$ cat src/rtl/axi4_burst_write_master.sv
// AXI4 write-channel burst master: one command at a time, AW -> W stream -> B,
// with a one-cycle completion strobe. Illegal commands complete locally.
module axi4_burst_write_master #(
    parameter int unsigned ID_WIDTH   = 4,
    parameter int unsigned ADDR_WIDTH = 32,
    parameter int unsigned DATA_WIDTH = 32,
    localparam int unsigned STRB_WIDTH = DATA_WIDTH / 8
) (
    input  logic                  ACLK,
    input  logic                  ARESET,
    input  logic                  cmd_valid,
    output logic                  cmd_ready,
    input  logic [ID_WIDTH-1:0]   cmd_id,
    input  logic [ADDR_WIDTH-1:0] cmd_addr,
    input  logic [7:0]            cmd_len,
    input  logic [2:0]            cmd_size,
    input  logic [1:0]            cmd_burst,
    input  logic                  wr_data_valid,
    output logic                  wr_data_ready,
    input  logic [DATA_WIDTH-1:0] wr_data,
    input  logic [STRB_WIDTH-1:0] wr_strb,
    output logic [ID_WIDTH-1:0]   M_AXI_AWID,
    output logic [ADDR_WIDTH-1:0] M_AXI_AWADDR,
    output logic [7:0]            M_AXI_AWLEN,
    output logic [2:0]            M_AXI_AWSIZE,
    output logic [1:0]            M_AXI_AWBURST,
    output logic                  M_AXI_AWVALID,
    input  logic                  M_AXI_AWREADY,
    output logic [DATA_WIDTH-1:0] M_AXI_WDATA,
    output logic [STRB_WIDTH-1:0] M_AXI_WSTRB,
    output logic                  M_AXI_WLAST,
    output logic                  M_AXI_WVALID,
    input  logic                  M_AXI_WREADY,
    input  logic [ID_WIDTH-1:0]   M_AXI_BID,
    input  logic [1:0]            M_AXI_BRESP,
    input  logic                  M_AXI_BVALID,
    output logic                  M_AXI_BREADY,
    output logic                  rsp_valid,
    output logic [ID_WIDTH-1:0]   rsp_id,
    output logic [1:0]            rsp_resp,
    output logic                  rsp_local,
    output logic                  rsp_id_err,
    output logic                  busy
);

    localparam int unsigned SIZE_MAX  = $clog2(STRB_WIDTH);
    localparam int unsigned CNT_WIDTH = 9;

    typedef enum logic [2:0] {
        S_IDLE,
        S_ADDR,
        S_DATA,
        S_RESP,
        S_DONE
    } state_t;

    state_t               state;
    state_t               state_next;
    logic [CNT_WIDTH-1:0] loaded;
    logic [CNT_WIDTH-1:0] beats_total;
    logic                 cmd_illegal;
    logic                 aw_hs;
    logic                 w_hs;
    logic                 b_hs;
    logic                 load;

    // Next-state, handshake decode and source back-pressure
    always_comb begin
        state_next    = state;
        cmd_illegal   = 1'b0;
        aw_hs         = M_AXI_AWVALID && M_AXI_AWREADY;
        w_hs          = M_AXI_WVALID && M_AXI_WREADY;
        b_hs          = M_AXI_BVALID && M_AXI_BREADY;
        beats_total   = CNT_WIDTH'(M_AXI_AWLEN) + CNT_WIDTH'(1);
        wr_data_ready = 1'b0;
        load          = 1'b0;

        if ((cmd_burst == 2'b11) || (cmd_size > 3'(SIZE_MAX)) ||
            ((cmd_burst == 2'b10) && !((cmd_len == 8'd1) || (cmd_len == 8'd3) ||
                                       (cmd_len == 8'd7) || (cmd_len == 8'd15)))) begin
            cmd_illegal = 1'b1;
        end

        // First beat may load on the AW handshake edge; it is presented only after it
        if (((state == S_DATA) || ((state == S_ADDR) && aw_hs)) &&
            (loaded < beats_total) && (!M_AXI_WVALID || M_AXI_WREADY)) begin
            wr_data_ready = 1'b1;
        end
        load = wr_data_ready && wr_data_valid;

        case (state)
            S_IDLE: if (cmd_valid) state_next = cmd_illegal ? S_DONE : S_ADDR;
            S_ADDR: if (aw_hs) state_next = S_DATA;
            S_DATA: if (w_hs && M_AXI_WLAST) state_next = S_RESP;
            S_RESP: if (b_hs) state_next = S_DONE;
            S_DONE: state_next = S_IDLE;
            default: state_next = S_IDLE;
        endcase
    end

    // State register, registered handshake outputs, W stage and response capture
    always_ff @(posedge ACLK) begin
        if (ARESET) begin
            state         <= S_IDLE;
            cmd_ready     <= 1'b1;
            busy          <= 1'b0;
            loaded        <= '0;
            M_AXI_AWID    <= '0;
            M_AXI_AWADDR  <= '0;
            M_AXI_AWLEN   <= '0;
            M_AXI_AWSIZE  <= '0;
            M_AXI_AWBURST <= '0;
            M_AXI_AWVALID <= 1'b0;
            M_AXI_WDATA   <= '0;
            M_AXI_WSTRB   <= '0;
            M_AXI_WLAST   <= 1'b0;
            M_AXI_WVALID  <= 1'b0;
            M_AXI_BREADY  <= 1'b0;
            rsp_valid     <= 1'b0;
            rsp_id        <= '0;
            rsp_resp      <= '0;
            rsp_local     <= 1'b0;
            rsp_id_err    <= 1'b0;
        end else begin
            state         <= state_next;
            cmd_ready     <= (state_next == S_IDLE);
            busy          <= (state_next != S_IDLE);
            M_AXI_AWVALID <= (state_next == S_ADDR);
            M_AXI_BREADY  <= (state_next == S_RESP);
            rsp_valid     <= (state_next == S_DONE);

            if ((state == S_IDLE) && cmd_valid) begin
                M_AXI_AWID    <= cmd_id;
                M_AXI_AWADDR  <= cmd_addr;
                M_AXI_AWLEN   <= cmd_len;
                M_AXI_AWSIZE  <= cmd_size;
                M_AXI_AWBURST <= cmd_burst;
                loaded        <= '0;
                if (cmd_illegal) begin
                    rsp_id     <= cmd_id;
                    rsp_resp   <= 2'b10;
                    rsp_local  <= 1'b1;
                    rsp_id_err <= 1'b0;
                end
            end

            if (load) begin
                M_AXI_WDATA  <= wr_data;
                M_AXI_WSTRB  <= wr_strb;
                M_AXI_WVALID <= 1'b1;
                M_AXI_WLAST  <= (loaded == CNT_WIDTH'(M_AXI_AWLEN));
                loaded       <= loaded + CNT_WIDTH'(1);
            end else if (w_hs) begin
                M_AXI_WVALID <= 1'b0;
                M_AXI_WLAST  <= 1'b0;
            end

            if ((state == S_RESP) && b_hs) begin
                rsp_id     <= M_AXI_AWID;
                rsp_resp   <= M_AXI_BRESP;
                rsp_local  <= 1'b0;
                rsp_id_err <= (M_AXI_BID != M_AXI_AWID);
            end
        end
    end

endmodule

$ cat config.mk
export PLATFORM = sky130hd
export DESIGN_NAME = axi4_burst_write_master
export DESIGN_NICKNAME = d
export VERILOG_FILES = /design/src/rtl/axi4_burst_write_master.sv
export SDC_FILE = /design/constraint.sdc
export NUM_CORES = 1
export LEC_CHECK = 0
export CORE_MARGIN = 5
export CORE_UTILIZATION = 30
export CTS_BUF_LIST = sky130_fd_sc_hd__clkbuf_4 sky130_fd_sc_hd__clkbuf_8
export CTS_CLUSTER_DIAMETER = 40
export DETAILED_ROUTE_END_ITERATION = 8
export HOLD_SLACK_MARGIN = 0.15
export PLACE_DENSITY_LB_ADDON = 0.15
export SETUP_SLACK_MARGIN = 0.2
export SLEW_MARGIN = 20
export SYNTH_ARGS = -nofsm -noshare
export SYNTH_HDL_FRONTEND = slang
export SYNTH_SLANG_ARGS = --single-unit
$ cat constraint.sdc
create_clock -name ACLK -period 3.69 [get_ports ACLK]
set_input_delay 0.738 -clock ACLK [delete_from_list [all_inputs] [get_ports ACLK]]
set_output_delay 0.738 -clock ACLK [all_outputs]
set_load 0.1 [all_outputs]
==> results of run 1 <==
==> flip-flops by register name, indices dropped and copies added, names as in the netlist, 2 cells and up <==
register and flops:
M_AXI_AWADDR 32, M_AXI_WDATA 32, loaded 9, M_AXI_AWLEN 8
M_AXI_AWID 4, M_AXI_WSTRB 4, rsp_id 4, M_AXI_AWSIZE 3
state 3, M_AXI_AWBURST 2, rsp_resp 2
==> cell usage in the layout, fill, tap and decap left out, types with 8 or more instances in the layout <==
| cell type | Yosys | final |
|---|---|---|
| a211oi_1 | 8 | 8 |
| a21oi_1 | 94 | 94 |
| buf_4 | 0 | 14 |
| clkbuf_8 | 0 | 10 |
| clkdlybuf4s50_1 | 0 | 194 |
| dfxtp_1 | 112 | 105 |
| ha_1 | 11 | 10 |
| inv_1 | 8 | 8 |
| nand2_1 | 114 | 113 |
| nand3_1 | 46 | 45 |
| nor2_1 | 16 | 15 |
| o211ai_1 | 9 | 9 |
| o21ai_0 | 41 | 41 |
| xor2_1 | 13 | 13 |
==> cell usage after synthesis (2+ instances only) <==
cell type and n:
clkbuf_1 31, and3_1 6, xnor2_1 4, dfxtp_1 112
nand4_1 7, inv_1 8, xor2_1 13, nand2b_1 7
a211oi_1 8, a2bb2oi_1 4, nor3b_1 2, or2_2 2
nand3_1 46, nand2_1 114, a21oi_1 94, nor2_1 16
or4_1 4, buf_2 8, o21ai_0 41, o2111a_1 2
buf_1 7, ha_1 11, o211ai_1 9, a31oi_1 5
nor4_1 3, nor4b_1 2
==> worst reg2reg max path, delay by kind of cell, from the launching register on <==
kind / cells / cell delay, ns
AND/OR/NAND/NOR: 6 / 1.51
adder cells (fa/ha/maj): 2 / 0.55
flip-flops: 1 / 0.39
AO/OA/AOI/OAI: 2 / 0.36
==> metal layers <==
layer / up-vias / routed length [µm]
li1: 2370 / -
met5: - / 0
met2: 150 / 6900
met4: 0 / 238
met3: 15 / 1470
met1: 2196 / 6510
==> area by class of cell <==
cell class / instances / area [µm²]
fill: 1541 / 8220
clock buffer: 11 / 145
sequential: 112 / 2260
timing repair buffer: 209 / 2070
inverter: 8 / 30.0
multi-input combinational: 415 / 2280
clock inverter: 5 / 53.8
tap: 211 / 264
==> worst max-delay path by stage <==
stage,slack (ns),endpoint,depth (start not counted)
floorplan,0.22,wr_data_ready,11
global placement,0.76,wr_data_ready,10
detailed placement,0.73,wr_data_ready,10
CTS,0.27,wr_data_ready,10
global route,0.23,wr_data_ready,10
finish,0.38,wr_data_ready,10
==> cells by family after synthesis <==
logic type | synth area share, %
simple gates | 20.6
compound gates | 20.9
flops | 47.6
buf+inv | 4.76
xor+xnor | 3.16
fa+ha+maj | 2.92
==> report_power, final <==
| part | internal (mW) | total, mW | switching, mW |
|---|---|---|---|
| logic | 0.214 | 0.690 | 0.476 |
| clock network | 0.340 | 0.755 | 0.415 |
| registers | 1.25 | 1.29 | 0.0335 |
| total | 1.81 | 2.73 | 0.925 |
==> through the flow <==
stage	area, µm²	utilization (%)	power, mW	std cells	hold slack (ns)
floorplan	4740	-	1.77	582	0.495
global placement	6890	45.0	2.00	955	0.442
detailed placement	6890	45.0	2.01	955	0.445
CTS	7090	46.3	2.77	971	0.460
global route	7100	46.3	2.85	971	0.478
finish	7100	46.3	2.73	971	0.457
==> what timing repair did <==
| item | 4_1_cts | 5_1_grt |
|---|---|---|
| setup endpoints to repair | 0 | 1 |
| endpoints found under the hold margin | 0 | 0 |
| resized for setup | 0 | 1 |
==> summary.txt, run 1 <==
GRT
  – Met1 usage: between 10% and 20%
  – Global-route met3 utilization: 6.46%
  – Global Route Usage Sum: about 16%
  – Antenna violations before repair: 0
  – Total gr overflow: 0
  – Global-route wire length before repair: 23900 µm
  – Via count of the first global-routing pass: about 4700
  – GR peak layer: met2
  – Pin count of the biggest net entering global routing: 57
  – Met2 demand-to-capacity share in global routing: 25.6%

Placement
  – Final HPWL DP: 10900 µm
  – Setup slack after placement: 0.730 ns
  – Port Buf Inserts: 198
  – Routability-driven placement congestion ratio: 0.767

Critical path
  – Launch point of the worst path: M_AXI_AWLEN[0]$_SDFFE_PP0P_
  – Reg-to-reg critical path startpoint: M_AXI_AWLEN[0]$_SDFFE_PP0P_
  – Top cell family by delay on the critical path: simple AND/OR/NAND/NOR gates
  – Endpoint class of the critical path: primary output
  – Slowest cell delay on critical path: between 0.3 and 0.4 ns
  – Worst EP required: about 3 ns
  – Register-to-register path setup slack: approximately 0.82 ns
  – R2r endpoint: loaded[5]$_SDFFE_PP0P_
  – Critical path class: register to primary output
  – Critical path's slowest cell: dfxtp_4
  – Critical path, cell by cell: ha_2 > nand3_1 > nor2_2 > xnor2_1 > ha_1 > a211oi_2 > nand2_2 > o2111ai_4 > and3_4 > buf_12
  – Launching element type of the critical path: register
  – Critical path data arrival time: between 2 and 3 ns
  – Count of buffer and inverter cells on the critical path: 1
  – Max FO, Critical Path: 6
  – Depth of the worst register-to-register path: 10

Timing
  – Max-Slew Margin vs Limit: roughly 31%
  – Number of slew-limit violations in the final report: 0
  – Transition at the pin with the smallest max-transition slack: 1.03 ns
  – Final Cycle Share: between 80% and 90%
  – Number of setup violations in the final report: 0
  – Setup TNS Final: 0 ns
  – Upper clock frequency limit: 302 MHz
  – Fin Clk Skew: 0.0141 ns
  – Least setup slack across all paths after layout: 0.381 ns
  – RSZ-0062 raised after global routing: no
  – Final min period: 3.31 ns
  – Final Hold Viols: 0

Synth
  – Count of state elements after synthesis: 112
  – Count of warnings emitted by yosys: 0
  – Biggest area consumer among synthesized cells: dfxtp_1
  – Cell types occupying the most area after synthesis: dfxtp_1, a21oi_1, nand2_1
  – Synth unique cells: 42
  – Number of synthesized flops with an enable pin: 0
  – Total standard cell area after synthesis: ~4700 µm²
  – Primary flip-flop cell chosen by synthesis mapping: dfxtp_1
  – Async set-reset flop share out of synthesis: 0%
  – Mapped Nets: between 600 and 700
  – Syn avg cell area: 8.09 µm²
  – Area share of the leading cell type in the synthesized netlist: between 40 and 50%
  – Sequential fraction of the synthesis area: 47.6%
  – Number of instances in the synthesized netlist: 582

Die
  – Core area: 15300 µm²
  – Die width: between 100 and 150 µm
  – Area enclosed by the die boundary: between 15000 and 20000 µm²
  – Number of top-level design ports: 199
  – Std cell rows: 45
  – Effective utilization at floorplan: between 30 and 40%
  – Overall die height: 135 µm

Clock tree
  – H-tree depth: 3
  – Clock-pin slew on the worst setup and hold paths: 0.10 ns
  – CTS max path bufs: 2
  – TritonCTS clock tree: done
  – Count of hold buffers inserted by post-cts repair: 0
  – Post-CTS Setup Repair Bufs: 0
  – Number of buffers inserted during clock tree synthesis: 9
  – Sink count of the clock tree: 112
  – Clock Root Buffer: clkbuf_8
  – Worst skew pair latency: 0.38 ns

Hold path
  – Cells on Worst Hold Path: 2
  – Type of the worst min-delay path: register to register
  – Hold Path Origin: M_AXI_AWADDR[30]$_SDFFE_PP0P_
  – Hold EP: M_AXI_AWADDR[30]$_SDFFE_PP0P_

Detailed routing
  – Average wire length per cell after detail routing: 15.6 µm
  – Drt total wl: 15100 µm
  – Count of nets left with antenna violations after detail routing: 0
  – Count of TritonRoute iterations in the first routing pass: 6
  – Final routed DRC violation total: 0
  – Iteration-0 DRC Markers: 191
  – Via density: 4.87
  – Total vias in the final route: 4731

Final layout
  – Diode insertion count for antenna repair: 0
  – Proportion of layout cells with a drive suffix above 1: 6.32%
  – Area grow syn2layout: 50.7%
  – Net count, final: 864

Pwr
  – Largest vdd supply drop: 0.196 mV
  – Leakage power summed over all cells: 2.50 nW
  – Pwr dens: 385 nW/µm²

Run
  – Number of max-cap violations: 0

Outcome
  – Outcome: complete, no violations
No activity file was read; power rests on OpenSTA's default activity.
==> inputs of run 2 (changes only) <==
--- a/config.mk
+++ b/config.mk
@@ -13,7 +13,7 @@
 export HOLD_SLACK_MARGIN = 0.15
 export PLACE_DENSITY_LB_ADDON = 0.15
 export SETUP_SLACK_MARGIN = 0.2
-export SLEW_MARGIN = 20
+export SLEW_MARGIN = 10
 export SYNTH_ARGS = -nofsm -noshare
 export SYNTH_HDL_FRONTEND = slang
 export SYNTH_SLANG_ARGS = --single-unit
==> results of run 2 <==
Final layout, timing and power as in run 1 (identical DEF).
==> inputs of run 3 (changes only) <==
--- a/config.mk
+++ b/config.mk
@@ -11,7 +11,8 @@
 export CTS_CLUSTER_DIAMETER = 40
 export DETAILED_ROUTE_END_ITERATION = 8
 export HOLD_SLACK_MARGIN = 0.15
-export PLACE_DENSITY_LB_ADDON = 0.15
+export PLACE_DENSITY_LB_ADDON = 0.08
+export REMOVE_ABC_BUFFERS = 1
 export SETUP_SLACK_MARGIN = 0.2
 export SLEW_MARGIN = 10
 export SYNTH_ARGS = -nofsm -noshare
==> run 3 against run 2 <==
Effect of this change: clock skew fell by 0.0020 ns; critical path depth did not move; largest cell class unchanged; core utilization fell by 0.39 points; highest routed layer unchanged; non-clock buffer count fell by 3; combinational power fell by 0.7%; first-iteration DRC count rose by 9.9%.
==> summary.txt, run 3 (synthesized netlist as in run 1, its figures left out) <==
Final layout
  – Fill cell instance count of the final layout: between 1000 and 1500
  – Proportion of layout cells with a drive suffix above 1: 5.56%
  – Diode insertion count for antenna repair: 0
  – Area of the multi-input gates: 2280 µm²
  – Commonest cells after routing, fill and taps aside: clkdlybuf4s50_1, nand2_1, dfxtp_1, a21oi_1, nand3_1
  – Net count, final: 861
  – Fin cells: 966
  – Area used by sequential logic in the layout: 2250 µm²
  – Commonest non-fill, non-tap cell in the layout: clkdlybuf4s50_1
  – Area grow syn2layout: 49.5%
  – Top flop regs: M_AXI_AWADDR: 32 flops, M_AXI_WDATA: 32 flops, loaded: 9 flops
  – Final non-filler cell area: ~7000 µm²
  – Utilization of the core after routing: 45.9%

Timing
  – Max-Slew Margin vs Limit: 31.6%
  – Fin Clk Skew: 0.0120 ns
  – Final Hold Viols: 0
  – Transition at the pin with the smallest max-transition slack: slightly above 1 ns
  – Number of slew-limit violations in the final report: 0
  – Final min period: 3.33 ns
  – Final Cycle Share: 90.1%
  – Least setup slack across all paths after layout: 0.364 ns
  – RSZ-0062 raised after global routing: no
  – Upper clock frequency limit: 301 MHz
  – Number of setup violations in the final report: 0

Pwr
  – Leakage power summed over all cells: between 2 and 2.5 nW
  – Total Power: roughly 2.6 mW
  – Largest vdd supply drop: 0.179 mV
  – Pwr dens: 375 nW/µm²

Critical path
  – Critical path class: register to primary output
  – Max FO, Critical Path: 6
  – Launching element type of the critical path: register
  – Top cell family by delay on the critical path: simple AND/OR/NAND/NOR gates
  – Worst EP required: 2.95 ns
  – Critical path data arrival time: between 2 and 3 ns
  – Critical path, cell by cell: ha_1 > nand3_2 > nor2_2 > xnor2_1 > ha_1 > a211oi_2 > nand2_2 > o2111ai_4 > and3_4 > buf_12
  – Depth of the worst register-to-register path: 11
  – Endpoint class of the critical path: primary output
  – Count of buffer and inverter cells on the critical path: 1
  – Worst path depth: 10
  – Critical path's slowest cell: dfxtp_4
  – Most numerous cell on the critical path: ha_1
  – Slowest cell delay on critical path: 0.38 ns

Detailed routing
  – Via density: 4.89
  – Total vias in the final route: ~4700
  – Count of TritonRoute iterations in the first routing pass: 5
  – Average wire length per cell after detail routing: around 15 µm
  – Count of nets left with antenna violations after detail routing: 0
  – Iteration-0 DRC Markers: 210
  – Drt total wl: 14500 µm
  – Final routed DRC violation total: 0

Die
  – Overall die height: 135 µm
  – Effective utilization at floorplan: 30.7%
  – Area enclosed by the die boundary: between 15000 and 20000 µm²
  – Die width: 135 µm
  – Std cell rows: 45
  – Core area: 15300 µm²
  – Number of top-level design ports: 199

GRT
  – Total gr overflow: 0
  – Via count of the first global-routing pass: 4604
  – Global Route Usage Sum: 15.4%
  – Pin count of the biggest net entering global routing: 76
  – Global-route wire length before repair: 23000 µm
  – Antenna violations before repair: 0

Placement
  – Dpl cell area: 6850 µm²
  – Setup slack after placement: roughly 0.60 ns
  – Placed Cells incl. Taps: 952
  – Port Buf Inserts: around 200
  – Final HPWL DP: 10200 µm
  – Routability-driven placement congestion ratio: just over 0.8

Clock tree
  – Number of buffers inserted during clock tree synthesis: 9
  – Clock Root Buffer: clkbuf_8
  – H-tree depth: 3
  – Post-CTS Setup Repair Bufs: 0
  – CTS max path bufs: 2
  – Sink count of the clock tree: approximately 110
  – TritonCTS clock tree: done
  – Worst skew pair latency: between 0.3 and 0.4 ns
  – Clock-pin slew on the worst setup and hold paths: 0.10 ns

Hold path
  – Cells on Worst Hold Path: 2
  – Type of the worst min-delay path: register to register

Outcome
  – Outcome: complete, no violations

Run
  – Number of max-cap violations: 0
-- run 3: path summary, 6_finish.rpt --
kind                                  from                             to  slack, ns
max            M_AXI_AWLEN[0]$_SDFFE_PP0P_                  wr_data_ready       0.36
min          M_AXI_AWADDR[20]$_SDFFE_PP0P_  M_AXI_AWADDR[20]$_SDFFE_PP0P_       0.46
max reg2reg    M_AXI_AWLEN[0]$_SDFFE_PP0P_         loaded[2]$_SDFFE_PP0P_       0.70
min reg2reg  M_AXI_AWADDR[20]$_SDFFE_PP0P_  M_AXI_AWADDR[20]$_SDFFE_PP0P_       0.46
-- run 3: cell type report --
| cell class | count | share of cell area, % |
|---|---|---|
| inverter | 8 | 0.427 |
| clock inverter | 1 | 0.0711 |
| tap | 211 | 3.75 |
| sequential | 112 | 32.0 |
| clock buffer | 13 | 2.28 |
| timing repair buffer | 206 | 29.1 |
| multi-input combinational | 415 | 32.4 |
-- run 3: worst min-delay path: stages, from the launching register on --
cell	delay, ns
dfxtp_1	0.32
nand2_1	0.05
a21oi_1	0.05
-- run 3: power breakdown --
| group | internal, mW | switching [mW] | leakage (nW) |
|---|---|---|---|
| clock | 0.280 | 0.389 | 0.0896 |
| sequential | 1.25 | 0.0339 | 0.914 |
| combinational | 0.212 | 0.473 | 1.47 |
| total | 1.74 | 0.895 | 2.47 |
-- run 3: timing repair --
item,4_1_cts,5_1_grt
gates resized for setup,3,5
endpoints found under the setup margin,1,1
pin swaps,0,3
hold buffers,0,0
-- run 3: routing by layer --
layer | vias to the layer above | part of all wire [%] | global-route usage, %
met1 | 2168 | 42 | 18.6
met4 | 0 | 1.2 | 5.15
li1 | 2360 | - | -
met5 | - | 0 | 0
met2 | 178 | 45 | 24.6
met3 | 13 | 11 | 6.54
-- run 3: per-stage QoR --
step	setup TNS, ns	hold WS [ns]
final	0	0.457
after global routing	0	0.474
after CTS	0	0.461
after detailed placement	0	0.447
after global placement	0	0.442
after floorplan	-42.04	0.487
==> patch: new RTL, flow settings as in run 3 <==
Set the parameter `DATA_WIDTH` to 64 (it was 32).
--- a/src/rtl/axi4_burst_write_master.sv
+++ b/src/rtl/axi4_burst_write_master.sv
@@ -3,7 +3,7 @@
 module axi4_burst_write_master #(
     parameter int unsigned ID_WIDTH   = 4,
     parameter int unsigned ADDR_WIDTH = 32,
-    parameter int unsigned DATA_WIDTH = 32,
+    parameter int unsigned DATA_WIDTH = 64,
     localparam int unsigned STRB_WIDTH = DATA_WIDTH / 8
 ) (
     input  logic                  ACLK,
Ports: changed (resized M_AXI_WDATA, M_AXI_WSTRB, wr_data and wr_strb); port bits go from 199 to 271. The function was not compared with the original's and may differ.
==> patch against run 3 <==
Total power is 48% higher. Hold slack hardly changed. Sequential cell count is 36 higher. Final area is 35% higher. Core utilization is 1.5 points higher. Synthesized area is 29% higher. Count of clock-buffer cells in the layout is 7 higher. First-iteration DRC count is 31% higher. Critical path depth stayed put. Wire length is 38% higher. Worst setup slack better by 0.017 ns. Critical path type unchanged.
==> patch: results (changes against run 3) <==
* Setup WS pre-CTS at 0.531 ns (was 0.600 ns)
* Max Root-Sink Buffers at 2 (unchanged)
* Pre-Repair DR Iteration Count at 4 (was 5)
* Multi-input gate area at 2870 um2 (was 2280 um2)
* Iteration-0 DRC Markers at 275 (was 210)
* Worst hold slack at 0.456 ns (was 0.457 ns)
* H-tree depth at 4 (was 3)
* Total GRT Usage at 16.7% (was 15.4%)
* Worst vdd ir at 228 uV (was 179 uV)
* Worst path arrival time at 2.57 ns (was 2.59 ns)
* Post-synth top cells: 148 x dfxtp_1, 131 x a21oi_1, 110 x nand2_1 (was 114 x nand2_1, 112 x dfxtp_1, 94 x a21oi_1)
* Final #Nets at 1124 (was 861)
* Vias in the first global route at 5829 (was 4604)
* Synth area leaders: dfxtp_1 49%, a21oi_1 11%, nand2_1 6.8% (was dfxtp_1 48%, a21oi_1 10%, nand2_1 9.1%)
* Wirelength, routed at 20100 um (was 14500 um)
* Clock Skews at 0.0154 ns (was 0.0120 ns)
* Mapped Avg Cell Area at 8.14 um2 (was 8.09 um2)
* PD cells at 411 nW/um2 (was 375 nW/um2)
* Worst r2r dst: M_AXI_WDATA[32] (was loaded[2])
* Largest net degree at the start of global routing at 86 (was 76)
* Multiplexer area fraction after synthesis at 0.659% (was 0%)
* Switching power at 1.18 mW (was 0.895 mW)
* Via count at 6076 (was 4719)
* FF-to-FF Start: M_AXI_AWLEN[1] (was M_AXI_AWLEN[0])
* Sequential area share after synthesis at 48.8% (was 47.6%)
* Clock-pin slew on the worst setup and hold paths at 0.08 ns (was 0.10 ns)
* HP Start: M_AXI_AWADDR[9] (was M_AXI_AWADDR[20])
* Metal2 WL at 10000 um (was 6600 um)
* Number of buffers created by CTS at 17 (was 9)
* Synth Area in XOR/XNOR at 2.45% (was 3.16%)
* DP Wirelength at 13300 um (was 10200 um)
* Static Leak at 3.30 nW (was 2.47 nW)
* Synth cell types at 45 (was 42)
* Post-Synth Adder-Cell Area at 2.27% (was 2.92%)
* M1 WL at 8590 um (was 6160 um)
* First-pass GRT wire length at 32100 um (was 23000 um)
* WL per Instance at 16.0 um (was 15.1 um)
* Reg2reg setup slack at 0.56 ns (was 0.70 ns)
* WL met3 at 1280 um (was 1610 um)
* Worst Tran Pin Value at 1.03 ns (was 1.02 ns)
* Min-Delay Endpoint: M_AXI_AWADDR[9] (was M_AXI_AWADDR[20])
* Root Buffer: clkbuf_8 (unchanged)
* Placed Instance Area at 9020 um2 (was 6850 um2)
* Clk Latency, worst-skew pair at 0.44 ns (was 0.37 ns)
* Placed cell count at 1229 (was 952)
* Fill count at 1987 (was 1488)
* Placer congestion estimate at 0.756 (was 0.817)
* Compound-Gate Fraction of Synth Area at 21.1% (was 20.9%)
* Status: complete, no violations (unchanged)
* Layout cell share with drive strength beyond 1 at 7.16% (was 5.56%)
* Top Registers: M_AXI_WDATA: 64 flops, M_AXI_AWADDR: 32 flops, loaded: 9 flops (was M_AXI_AWADDR: 32 flops, M_AXI_WDATA: 32 flops, loaded: 9 flops)
* Port bufs at 270 (was 198)
-- patch: power groups by stage --
stage | clock network (mW) | logic (mW) | registers, mW
after floorplan | 0 | 0.124 | 2.03
after global placement | 0 | 0.767 | 1.71
after detailed placement | 0 | 0.766 | 1.71
after CTS | 1.54 | 0.769 | 1.68
after global routing | 1.60 | 0.802 | 1.68
final | 1.48 | 0.761 | 1.67
-- patch: what timing repair did --
item                                    4_1_cts  5_1_grt
pin swaps                                     1        2
gates cloned                                  0        0
resized for setup                             4        7
endpoints found under the setup margin        1        2
setup buffers                                 0        1
-- patch: layout make-up --
type / instances / area share, %
Clock buffer: 20 / 2.76
Clock inverter: 11 / 2.10
Inverter: 8 / 0.315
Multi-Input combinational cell: 522 / 30.1
Sequential cell: 148 / 31.2
Tap cell: 270 / 3.55
Timing Repair Buffer: 282 / 30.0
-- patch: worst max path at each step --
stage                               from             to  slack [ns]
after global routing      M_AXI_AWLEN[1]  wr_data_ready        0.22
after global placement     M_AXI_AWREADY      loaded[0]        0.53
final                     M_AXI_AWLEN[1]  wr_data_ready        0.38
after floorplan           M_AXI_AWLEN[1]      loaded[2]       -2.26
after detailed placement  M_AXI_AWLEN[1]  wr_data_ready        0.53
after CTS                 M_AXI_AWLEN[1]  wr_data_ready        0.21
-- patch: worst max-delay path, cell delays in order, from the launching register on --
cell and delay [ns]:
dfxtp_4 0.38, ha_2 0.19, nand3_2 0.12, nor2_4 0.14, xnor2_1 0.13, ha_1 0.27, a211oi_2 0.22, nand2_1 0.09
o2111a_2 0.30, nor2_4 0.11, buf_12 0.18
-- patch: layer usage --
layer / global-route usage (%) / vias to the layer above
met3: 5.74 / 12
met1: 20.4 / 2838
met2: 28.4 / 150
li1: - / 3076
met5: 0 / -
met4: 4.11 / 0
